`src/rtl/dpll_pkg.sv`:
```
// Shared types and constants for the DPLL lock controller.
package dpll_pkg;

  typedef enum logic [1:0] {
    ST_IDLE    = 2'd0,
    ST_SETTLE  = 2'd1,
    ST_ACQUIRE = 2'd2,
    ST_LOCK    = 2'd3
  } dpll_state_e;

  localparam logic [15:0] CTRL_RAIL_POS = 16'h7FFF;
  localparam logic [15:0] CTRL_RAIL_NEG = 16'h8000;
  localparam int unsigned RELOCK_W      = 8;

  // True when the LPF control word sits at either saturation rail.
  function automatic logic at_rail(input logic [15:0] word);
    return (word == CTRL_RAIL_POS) || (word == CTRL_RAIL_NEG);
  endfunction

endpackage

```
`src/rtl/dpll_sat_counter.sv`:
```
// Saturating up-counter with synchronous clear; clear wins over increment.
module dpll_sat_counter #(
  parameter int unsigned W = 8
) (
  input  logic         clk,
  input  logic         rst,
  input  logic         clr,
  input  logic         inc,
  output logic [W-1:0] cnt
);

  logic [W-1:0] cnt_q;
  logic [W-1:0] cnt_d;

  always_comb begin
    cnt_d = cnt_q;
    if (clr) begin
      cnt_d = '0;
    end else if (inc && (cnt_q != {W{1'b1}})) begin
      cnt_d = cnt_q + W'(1);
    end
  end

  always_ff @(posedge clk) begin
    if (rst) begin
      cnt_q <= '0;
    end else begin
      cnt_q <= cnt_d;
    end
  end

  assign cnt = cnt_q;

endmodule

```
`src/rtl/dpll_lock_ctrl.sv`:
```
// DPLL lock supervisor: settles the loop, qualifies lock from PFD activity,
// detects loss of lock and flags acquisition timeouts and control-rail hits.
module dpll_lock_ctrl
  import dpll_pkg::*;
#(
  parameter int unsigned LOCK_CYCLES   = 64,
  parameter int unsigned UNLOCK_ERRS   = 4,
  parameter int unsigned SETTLE_CYCLES = 16,
  parameter int unsigned ACQ_TIMEOUT   = 4096
) (
  input  logic                clk,
  input  logic                rst,
  input  logic                en,
  input  logic                up,
  input  logic                down,
  input  logic signed [15:0]  control,
  output logic                loop_rst,
  output logic                locked,
  output logic                lock_lost,
  output logic                acq_timeout,
  output logic                ctrl_rail,
  output logic [1:0]          state,
  output logic [RELOCK_W-1:0] relock_cnt
);

  localparam int unsigned CLEAN_W  = $clog2(LOCK_CYCLES + 1);
  localparam int unsigned ERR_W    = $clog2(UNLOCK_ERRS + 1);
  localparam int unsigned TMO_W    = $clog2(ACQ_TIMEOUT + 1);
  localparam int unsigned SETTLE_W = $clog2(SETTLE_CYCLES + 1);

  dpll_state_e state_q, state_d;
  logic loop_rst_q, loop_rst_d;
  logic locked_q, locked_d;
  logic lock_lost_q, lock_lost_d;
  logic acq_timeout_q, acq_timeout_d;
  logic ctrl_rail_q, ctrl_rail_d;

  logic [CLEAN_W-1:0]  clean_cnt;
  logic [ERR_W-1:0]    err_cnt;
  logic [TMO_W-1:0]    tmo_cnt;
  logic [SETTLE_W-1:0] settle_cnt;

  logic clean_c;
  logic settle_clr, clean_clr, tmo_clr, err_clr, relock_clr, relock_inc;
  logic settle_done, lock_hit, tmo_hit, unlock_hit;

  // Counters are held clear outside the state that owns them, so every
  // state is entered with its counters already at zero.
  always_comb begin
    clean_c     = ~up & ~down;
    settle_clr  = ~en | (state_q != ST_SETTLE);
    clean_clr   = ~en | (state_q != ST_ACQUIRE) | ~clean_c;
    tmo_clr     = ~en | (state_q != ST_ACQUIRE);
    err_clr     = ~en | (state_q != ST_LOCK) | clean_c;
    relock_clr  = ~en | (state_q == ST_IDLE);
    settle_done = (settle_cnt == SETTLE_W'(SETTLE_CYCLES - 1));
    lock_hit    = clean_c && (clean_cnt == CLEAN_W'(LOCK_CYCLES - 1));
    tmo_hit     = (tmo_cnt == TMO_W'(ACQ_TIMEOUT - 1));
    unlock_hit  = !clean_c && (err_cnt == ERR_W'(UNLOCK_ERRS - 1));
    relock_inc  = en && (state_q == ST_LOCK) && unlock_hit;
  end

  dpll_sat_counter #(.W(SETTLE_W)) u_settle_cnt (
    .clk(clk), .rst(rst), .clr(settle_clr), .inc(1'b1), .cnt(settle_cnt)
  );

  dpll_sat_counter #(.W(CLEAN_W)) u_clean_cnt (
    .clk(clk), .rst(rst), .clr(clean_clr), .inc(1'b1), .cnt(clean_cnt)
  );

  dpll_sat_counter #(.W(TMO_W)) u_tmo_cnt (
    .clk(clk), .rst(rst), .clr(tmo_clr), .inc(1'b1), .cnt(tmo_cnt)
  );

  dpll_sat_counter #(.W(ERR_W)) u_err_cnt (
    .clk(clk), .rst(rst), .clr(err_clr), .inc(1'b1), .cnt(err_cnt)
  );

  dpll_sat_counter #(.W(RELOCK_W)) u_relock_cnt (
    .clk(clk), .rst(rst), .clr(relock_clr), .inc(relock_inc), .cnt(relock_cnt)
  );

  // Next-state and registered-output logic; en=0 overrides every transition.
  always_comb begin
    state_d       = state_q;
    acq_timeout_d = acq_timeout_q;
    lock_lost_d   = 1'b0;
    case (state_q)
      ST_IDLE: begin
        acq_timeout_d = 1'b0;
        state_d       = ST_SETTLE;
      end
      ST_SETTLE: begin
        if (settle_done) state_d = ST_ACQUIRE;
      end
      ST_ACQUIRE: begin
        if (lock_hit) begin
          state_d = ST_LOCK;
        end else if (tmo_hit) begin
          state_d       = ST_SETTLE;
          acq_timeout_d = 1'b1;
        end
      end
      ST_LOCK: begin
        if (unlock_hit) begin
          state_d     = ST_ACQUIRE;
          lock_lost_d = 1'b1;
        end
      end
      default: state_d = ST_IDLE;
    endcase
    if (!en) begin
      state_d       = ST_IDLE;
      acq_timeout_d = 1'b0;
      lock_lost_d   = 1'b0;
    end
    loop_rst_d  = (state_d == ST_IDLE) || (state_d == ST_SETTLE);
    locked_d    = (state_d == ST_LOCK);
    ctrl_rail_d = at_rail(control);
  end

  always_ff @(posedge clk) begin
    if (rst) begin
      state_q       <= ST_IDLE;
      loop_rst_q    <= 1'b1;
      locked_q      <= 1'b0;
      lock_lost_q   <= 1'b0;
      acq_timeout_q <= 1'b0;
      ctrl_rail_q   <= 1'b0;
    end else begin
      state_q       <= state_d;
      loop_rst_q    <= loop_rst_d;
      locked_q      <= locked_d;
      lock_lost_q   <= lock_lost_d;
      acq_timeout_q <= acq_timeout_d;
      ctrl_rail_q   <= ctrl_rail_d;
    end
  end

  assign state       = state_q;
  assign loop_rst    = loop_rst_q;
  assign locked      = locked_q;
  assign lock_lost   = lock_lost_q;
  assign acq_timeout = acq_timeout_q;
  assign ctrl_rail   = ctrl_rail_q;

endmodule

```
`config.mk`:
```
export PLATFORM = sky130hd
export DESIGN_NAME = dpll_lock_ctrl
export DESIGN_NICKNAME = d
export VERILOG_FILES = /design/src/rtl/dpll_pkg.sv /design/src/rtl/dpll_sat_counter.sv /design/src/rtl/dpll_lock_ctrl.sv
export SDC_FILE = /design/constraint.sdc
export NUM_CORES = 1
export LEC_CHECK = 0
export ABC_AREA = 0
export CAP_MARGIN = 5
export CORE_MARGIN = 3
export CORE_UTILIZATION = 47
export DETAILED_ROUTE_END_ITERATION = 16
export GPL_TIMING_DRIVEN = 0
export MAX_ROUTING_LAYER = met4
export PLACE_DENSITY = 0.75
export SYNTH_ARGS = -nofsm -noshare
export SYNTH_HDL_FRONTEND = slang
export SYNTH_SLANG_ARGS = --single-unit
```
`constraint.sdc`:
```
create_clock -name clk -period 2 [get_ports clk]
set_input_delay 0.2 -clock clk [delete_from_list [all_inputs] [get_ports clk]]
set_output_delay 0.2 -clock clk [all_outputs]
set_load 0.02 [all_outputs]
```
==> results of run 1 <==
==> through the flow <==
step	power [mW]	instance area (sq um)	worst slack [ns]
after floorplan	0.8997	2083	0.08974
after global placement	0.9508	2496	-0.08623
after detailed placement	0.9520	2496	-0.09110
after CTS	1.587	2603	0.01986
after global routing	1.619	2643	-0.02563
final	1.565	2643	0.05246
==> worst max-delay path, stage by stage (launching register included) <==
cell     delay, ns
dfxtp_2       0.36
ha_4          0.15
ha_4          0.13
inv_2         0.04
or4b_4        0.56
or4_1         0.51
a21oi_1       0.12
==> sequential cells by signal (all words and copies together), names as in the netlist <==
name / cells
u_tmo_cnt.cnt: 13
u_relock_cnt.cnt: 8
u_clean_cnt.cnt: 7
u_settle_cnt.cnt: 5
u_err_cnt.cnt: 3
state: 2
acq_timeout: 1
ctrl_rail: 1
lock_lost: 1
locked: 1
loop_rst: 1
==> layout by cell type, fill, tap and decap left out, drive strengths merged, types with 3 or more instances in the layout <==
master	instances
and4	3
nand2	8
nor3	6
or3	6
xnor2	7
a211oi	3
dfxtp	43
a21oi	13
clkdlybuf4s50	35
buf	4
xor2	5
inv	7
clkbuf	11
a31oi	8
nor2b	3
nor2	27
nand4	11
o21a	3
o31ai	4
ha	9
o21ai	9
mux2i	5
nor4	4
or4	3
nand3	7
and3	4
==> repair_timing <==
item                       4_1_cts  5_1_grt
hold endpoints to repair         0        0
setup endpoints to repair        2        5
gates resized for setup          2        8
pin swaps                        1        4
buffers inserted                 0        1
==> per-layer routing <==
layer | vias to the layer above | routed length (um) | global-route usage
li1 | 952 | - | -
met1 | 837 | 1967 | 0.1943
met3 | 5 | 184 | 0.04132
met2 | 38 | 1829 | 0.2685
met4 | 0 | 40 | 0.04303
met5 | - | 0 | -
==> path summary, 6_finish.rpt <==
path	start	endpoint	slack (ns)	cells past startpoint
worst min register to register	acq_timeout	acq_timeout	0.49	1
worst max register to register	u_err_cnt.cnt[1]	u_relock_cnt.cnt[7]	0.05	6
worst max-delay path	u_err_cnt.cnt[1]	u_relock_cnt.cnt[7]	0.05	6
worst min-delay path	acq_timeout	acq_timeout	0.49	1
==> power breakdown <==
group	internal, mW	switching (mW)	total [mW]	leakage (nW)
registers	0.857	0.00148	0.858	0.348
clock network	0.366	0.267	0.633	0.0513
logic	0.0469	0.0270	0.0739	0.473
==> kinds of logic (layout without fill, tap and decap cells) <==
logic type,after synthesis,in the layout,synth area share
AND/OR/NAND/NOR,96,96,0.2643
XOR/XNOR,12,12,0.05045
buffers and inverters,15,58,0.03303
AO/OA/AOI/OAI,51,51,0.1610
multiplexers,5,5,0.02402
flip-flops,43,43,0.4132
adder cells (fa/ha/maj),9,9,0.05406
==> cell type report <==
type	count	area, sq um
fill	358	1501
clock inverter	1	30.03
buffer	8	45.04
sequential	43	863.3
tap	50	62.56
clock buffer	6	72.57
multi-input combinational	173	1185
timing repair buffer	36	357.8
inverter	7	26.28
==> metrics, run 1 <==
status finished, final reports clean; core area 0.004144 sq mm; antenna-violating nets left 0; Seq/Total Area, Yosys 0.4132; Initial Util 0.5027; Synth Warn # 0; leading area contributor after synthesis dfxtp_1; Cell Pwr Density 592.2 mW/mm^2; count of different cell masters after synthesis 48; Crit. End Element flip-flop; Worst Path Required 2.21 ns; most frequent cell after synthesis dfxtp_1; clk_lat worst skew 0.28 ns; routed vias 1832; nets 304; share of cells above drive strength 1 0.08394; DPL Wire Length 3.013 mm; Worst-Margin Slew 0.7680 ns; top cell types by occurrence after synthesis 43 x dfxtp_1, 27 x nor2_1, 13 x a21oi_1, 11 x nand4_1; Fin. Hold Viols 0; RSZ-0062 raised after global routing yes; Root Buffer clkbuf_8; setup TNS 0 ns; Max-Slew Margin vs Limit 0.4826; Rows 23; Worst Hold Class flip-flop to flip-flop; maximum vdd drop 0.5330 mV; antenna diode count 0; routed len/inst 12.41 um; die span in x 72.58 um; die area 0.005267 sq mm; WL final 4.022 mm; Final period util 0.9738; clock sinks 43; PortBufs 35; Setup Crit Path Kind flip-flop to flip-flop; crit path max fanout 5; Top Ports 36; antenna violations before repair 0; hold_buf cts 0; cells after synthesis 231; H-tree lvl count 2; Die H 72.58 um; Mapped Nets 261; Post-synth EDFFs 0; Synth top area share 0.4132; Final min period 1.948 ns; Via density 5.654; first-pass GRT wire length 6.713 mm; maximum clock path buffer count 2; largest net degree at the start of global routing 13; final non-filler cell total 324; cell area after synthesis 0.002083 sq mm; Leak Pwr 0.8721 nW; ys async rst share 0; Setup crit start kind flip-flop; GRT Overall Usage 0.1615; CTS tree done; Avg Cell Area, Syn 9.018 sq um; final slew viol count 0; worst hold slack 0.4929 ns; critical path arrival 2.16 ns; total CTS buffers 5; GRT overflow 0; CTS clk-pin slew, worst paths 0.08 ns; fmax 513.5 MHz; Routability Congestion 0.8053; clock skew 0.006556 ns; Placed Cells 316; Seq cells post-synth 43; top post-synthesis cells by area dfxtp_1 41%, ha_1 5.4%, nor2_1 4.9%; setup violators final 0; Final Util 0.6377; number of global-route vias before repair 1608; Max-cap violations 0; Most used DFF post-synth dfxtp_1; synthesis-to-layout area growth 26.85%; drc violations 0; DR iter-0 viols 65; drt pass-1 iters 4
Note: power is estimated with default switching activity, not from simulation.
==> inputs of run 2 (changes only) <==
==> constraint.sdc (replaced) <==
create_clock -name clk -period 1.7 [get_ports clk]
set_input_delay 0.17 -clock clk [delete_from_list [all_inputs] [get_ports clk]]
set_output_delay 0.17 -clock clk [all_outputs]
set_load 0.02 [all_outputs]
==> run 2 against run 1 <==
Against the previous run: the run now ends with negative setup slack left; combinational power increased by 19%; via count increased by 5.9%; critical endpoint unchanged; global-route usage increased by 3.3 points; wire length increased by 20%; setup slack got worse by 0.24 ns; utilization increased by 4.3 points; cell count increased by 1.9%; sequential share of layout area decreased by 1.7 points; first-iteration DRC count increased by 45%; die area unchanged.
==> metrics, run 2 (synthesis gave the netlist of run 1 again) <==
status finished with violations; failing checks negative setup slack; Largest register FFs 13 (unchanged); setup TNS -0.9838 ns (-0.9838 ns); Setup crit start kind flip-flop; final slew viol count 0 (unchanged); number of global-route vias before repair 1825 (+13%); total CTS buffers 5 (unchanged); uppermost layer routed met4; Die H 72.58 um (unchanged); die area 0.005267 sq mm (unchanged); maximum vdd drop 0.3717 mV (-30%); fmax 530.2 MHz (+3.3%); commonest non-fill, non-tap cells in the layout 37 x dfxtp_1, 35 x clkdlybuf4s50_1, 27 x nor2_1; Top Ports 36 (unchanged); largest net degree at the start of global routing 15 (+2); wire length on met2 2.398 mm (+31%); Leak Pwr 0.9487 nW (+8.8%); antenna diode count 0 (unchanged); Worst Hold Class input port to flip-flop; Root Buffer clkbuf_8; Final period util 1.110 (+0.1358); Max-Slew Margin vs Limit 0.4019 (-0.08067); DR iter-0 viols 94 (+45%); core area 0.004144 sq mm (unchanged); CTS tree done; PortBufs 35 (unchanged); clock sinks 43 (unchanged); synthesis-to-layout area growth 35.50%; DPL Wire Length 3.271 mm (+8.6%); Routability Congestion 0.8221 (+2.1%); cell area after layout 0.002823 sq mm (+6.8%); die span in x 72.58 um (unchanged); WL final 4.807 mm (+20%); Final min period 1.886 ns (-0.06131 ns); Worst-Margin Slew 0.8877 ns (+0.1197 ns); Setup Crit Path Kind flip-flop to flip-flop; Max-cap violations 0 (unchanged); nets 309 (+1.6%); antenna-violating nets left 0 (unchanged); clk_lat worst skew 0.30 ns (+0.02 ns); worst setup margin -0.1862 ns (-0.2387 ns); WL met1 2.088 mm (+6.2%); hold_buf cts 0 (unchanged); Worst Path Required 1.92 ns (-0.29 ns); antenna violations before repair 0 (unchanged); share of cells above drive strength 1 0.1786 (+0.09463); drt pass-1 iters 4 (unchanged); routed len/inst 14.57 um (+17%); clock skew 0.006609 ns (+0.00005304 ns); routed vias 1940 (+5.9%); CTS clk-pin slew, worst paths 0.08 ns (about the same); first-pass GRT wire length 7.941 mm (+18%); Fin. Hold Viols 0 (unchanged); GRT overflow 0 (unchanged); drc violations 0 (unchanged); Initial Util 0.5027 (unchanged); Cell Pwr Density 723.3 mW/mm^2 (+22%); most common cell after layout, fill and taps aside dfxtp_1; setup violators final 8 (+8); Crit. End Element flip-flop; RSZ-0062 raised after global routing yes; crit path max fanout 3 (-2); placed cell areas 0.002541 sq mm (+1.8%); H-tree lvl count 2 (unchanged); maximum clock path buffer count 2 (unchanged); met3 wire length 264 um (+43%); GRT Overall Usage 0.1943 (+0.03279); critical path arrival 2.10 ns (-0.06 ns); Rows 23 (unchanged); Via density 5.879 (+4.0%)
run 2: layer usage:
metal | GRT usage | up-vias
li1 | - | 957
met2 | 0.3267 | 54
met1 | 0.2240 | 923
met3 | 0.05372 | 6
met5 | - | -
met4 | 0.06148 | 0
run 2: path summary, 6_finish.rpt:
kind	startpoint	to	slack [ns]	depth (start not counted)
min reg2reg	u_tmo_cnt.cnt[2]	u_tmo_cnt.cnt[2]	0.51	1
max reg2reg	u_err_cnt.cnt[0]	u_relock_cnt.cnt[7]	-0.19	6
min	rst	ctrl_rail	0.49	2
max	u_err_cnt.cnt[0]	u_relock_cnt.cnt[7]	-0.19	6
run 2: where the power goes:
group / internal [mW] / switching (mW)
Clock: 0.586 / 0.360
Sequential: 1.01 / 0.00161
Combinational: 0.0553 / 0.0327
run 2: metrics by stage:
stage               total power, mW  std cells  hold WS, ns  setup WS, ns    util
floorplan                     1.056        231       0.2391       -0.1001       -
global placement              1.116        316       0.4614       -0.4039  0.6132
detailed placement            1.118        316       0.4873       -0.4305  0.6132
CTS                           2.053        329       0.4935       -0.2010  0.6621
global route                  2.107        330       0.5094       -0.2461  0.6812
finish                        2.042        330       0.4939       -0.1862  0.6812
run 2: layout make-up:
class                   count  area (sq um)
flip-flops and latches     43         873.3
plain buffers               6         45.04
fillers                   328          1321
multi-input cells         173          1257
clock buffers               5         68.82
well taps                  50         62.56
inverters                   7         26.28
clock inverters             3         67.56
repair buffers             43         421.7
run 2: critical path, cell delays in order, from the launching register on:
cell and delay, ns:
dfxtp_2 0.37, ha_4 0.15, ha_4 0.12, inv_2 0.04
or4b_4 0.49, or4_1 0.52, a21oi_1 0.13
run 2: timing repair:
action | CTS | global route
resized for setup | 8 | 16
buffers inserted | 6 | 2
pin swaps | 10 | 9
setup endpoints to repair | 12 | 18
==> variant: new RTL, config.mk and constraints of run 1 <==
Set the parameter `ACQ_TIMEOUT` to 8192 (it was 4096).
--- a/src/rtl/dpll_lock_ctrl.sv
+++ b/src/rtl/dpll_lock_ctrl.sv
@@ -6,7 +6,7 @@
   parameter int unsigned LOCK_CYCLES   = 64,
   parameter int unsigned UNLOCK_ERRS   = 4,
   parameter int unsigned SETTLE_CYCLES = 16,
-  parameter int unsigned ACQ_TIMEOUT   = 4096
+  parameter int unsigned ACQ_TIMEOUT   = 8192
 ) (
   input  logic                clk,
   input  logic                rst,
Check against the original RTL: same outputs for any inputs over 10 cycles, from zero or initial values and one cycle with rst high; that may be too few to reach the edited logic, so the function may still have changed.
==> variant against run 1 <==
Routed wire length up 14%. Power decreased by 2.0%. Sequential cell count rose by 1. Clock skew is 0.0046 ns lower. Setup slack better by 0.086 ns. Global-route usage rose by 2.4 points. Largest cell class unchanged. Utilization decreased by 0.25 points. Synthesized cell count increased by 5.6%. Area after synthesis increased by 3.3%. Combinational power rose by 8.0%. Die area rose by 3.0%. Via count is 5.9% higher. Design area grew 0.99%. Count of clock-buffer cells in the layout is 2 higher.
==> variant: results (changes against run 1) <==
* Status: completed
* Tot GR Track Use at 0.1851 (+0.02359)
* Initial antenna violation count at 0 (unchanged)
* WL final at 4.568 mm (+14%)
* Worst path arrival time at 2.08 ns (-0.08 ns)
* Pre-antenna DRT Iters at 4 (unchanged)
* YS warnings at 0 (unchanged)
* Max Fclk at 0.5372 GHz (+4.6%)
* Number of nets in the layout at 316 (+3.9%)
* Vias at 1940 (+5.9%)
* Fin Hold WS at 0.4796 ns (-0.01338 ns)
* Drt initial violations at 104 (+60%)
* Distinct cell type count after synthesis at 50 (+4.2%)
* Post-synth ARST share at 0 (unchanged)
* RePlAce Congestion at 0.8016 (-0.46%)
* N_diodes at 0 (unchanged)
* Dpl cell area at 2565 µm² (+2.8%)
* Clock Skews at 0.001962 ns (-0.004595 ns)
* Layout cell share with drive strength beyond 1 at 0.07666 (-0.007287)
* Fillers at 361 (+0.84%)
* R2R Setup Slk at 0.14 ns (+0.09 ns)
* First-pass GRT wire length at 7.652 mm (+14%)
* DR vias/cell at 5.757 (+1.8%)
* Clk buf depth at 2 (unchanged)
* Hold crit path type: reg -> reg
* Flip-flop count of the largest register after layout at 14 (+1)
* Vias in the first global route at 1717 (+6.8%)
* Max Fanout on Critical Path at 7 (+2)
* Postcts setup bufs at 0 (unchanged)
* Syn nets at 274 (+5.0%)
* PortBufs at 35 (unchanged)
* Resize count post-CTS at 0 (-2)
* Met2 usage at 0.2913 (+0.02280)
* Synth Flop Type: dfxtp_1
* Placed insts at 329 (+4.1%)
* Final HPWL DP at 3.412 mm (+13%)
* Dpl ws at -0.08494 ns (+0.006163 ns)
* Slowest CP cell: or4_1
* Mapped Avg Cell Area at 8.820 µm² (-2.2%)
* CTS Buf Count at 5 (unchanged)
* Leakage at 0.8871 nW (+1.7%)
* Clk root buf: clkbuf_8
* GR met1 Demand/Resource at 0.2319 (+0.03752)
* Worst slew pin tran at 0.6113 ns (-0.1566 ns)
* Synth cell count leaders: 44 x dfxtp_1, 27 x nor2_1, 17 x nand2_1
* Peak supply drop at 0.3416 mV (-36%)
* Seq/Total Area, Yosys at 0.4093 (-0.003911)
* GR Layer Usage met3 at 0.04104 (-0.0002826)
* H-tree Lvls at 2 (unchanged)
* Top cells by area, synth: dfxtp_1 41%, ha_1 5.2%, nor2_1 4.7%
* Largest net degree at the start of global routing at 13 (unchanged)
* Worst skew pair latency at 0.29 ns
* CTS clk-pin slew, worst paths at 0.08 ns (about the same)
* CP delay by family, top: simple AND/OR/NAND/NOR gates
* Crit path largest cell delay at 0.53 ns (-0.03 ns)
-- variant: cell types whose count changed after synthesis, moves of 4 or more --
cell,change
nand3_1,+4
o21ai_0,-4
clkbuf_1,-4
nand2_1,+9
xnor2_1,-4
a211oi_1,+5
-- variant: cell families after synthesis --
kind of cell               synth area share
and+or+nand+nor                      0.2831
buffers and inverters               0.02616
adders and majority gates           0.05233
AOI/OAI and AO/OA                    0.1674
xor gates and xnor gates            0.02442
DFF                                  0.4093
muxes                               0.03721
-- variant: where the power goes --
group          internal (mW)  switching [mW]
sequential             0.877         0.00233
combinational         0.0475          0.0323
clock                  0.282           0.291
-- variant: per-layer routing --
layer  routed length, µm  up-vias
li1                    -     1004
met1                2234      904
met2                2165       26
met3                 116        6
met4                  51        0
met5                   0        -
-- variant: worst paths after layout --
path                                               startpoint                               end  depth (start not counted)
worst max register to register  u_err_cnt.cnt[0]$_SDFFE_PP0P_  u_relock_cnt.cnt[4]$_SDFFE_PP0P_                          6
worst max-delay path            u_err_cnt.cnt[0]$_SDFFE_PP0P_  u_relock_cnt.cnt[4]$_SDFFE_PP0P_                          6
worst min register to register  u_tmo_cnt.cnt[5]$_SDFFE_PP0P_     u_tmo_cnt.cnt[5]$_SDFFE_PP0P_                          2
worst min-delay path            u_tmo_cnt.cnt[5]$_SDFFE_PP0P_     u_tmo_cnt.cnt[5]$_SDFFE_PP0P_                          2
-- variant: layout make-up --
| cell class | count | area, µm² | area share |
|---|---|---|---|
| buffer | 5 | 26.28 | 0.009845 |
| multi-input combinational | 187 | 1229 | 0.4604 |
| tap | 50 | 62.56 | 0.02344 |
| sequential | 44 | 880.8 | 0.3301 |
| clock buffer | 8 | 90.09 | 0.03376 |
| timing repair buffer | 35 | 350.3 | 0.1313 |
| inverter | 8 | 30.03 | 0.01125 |
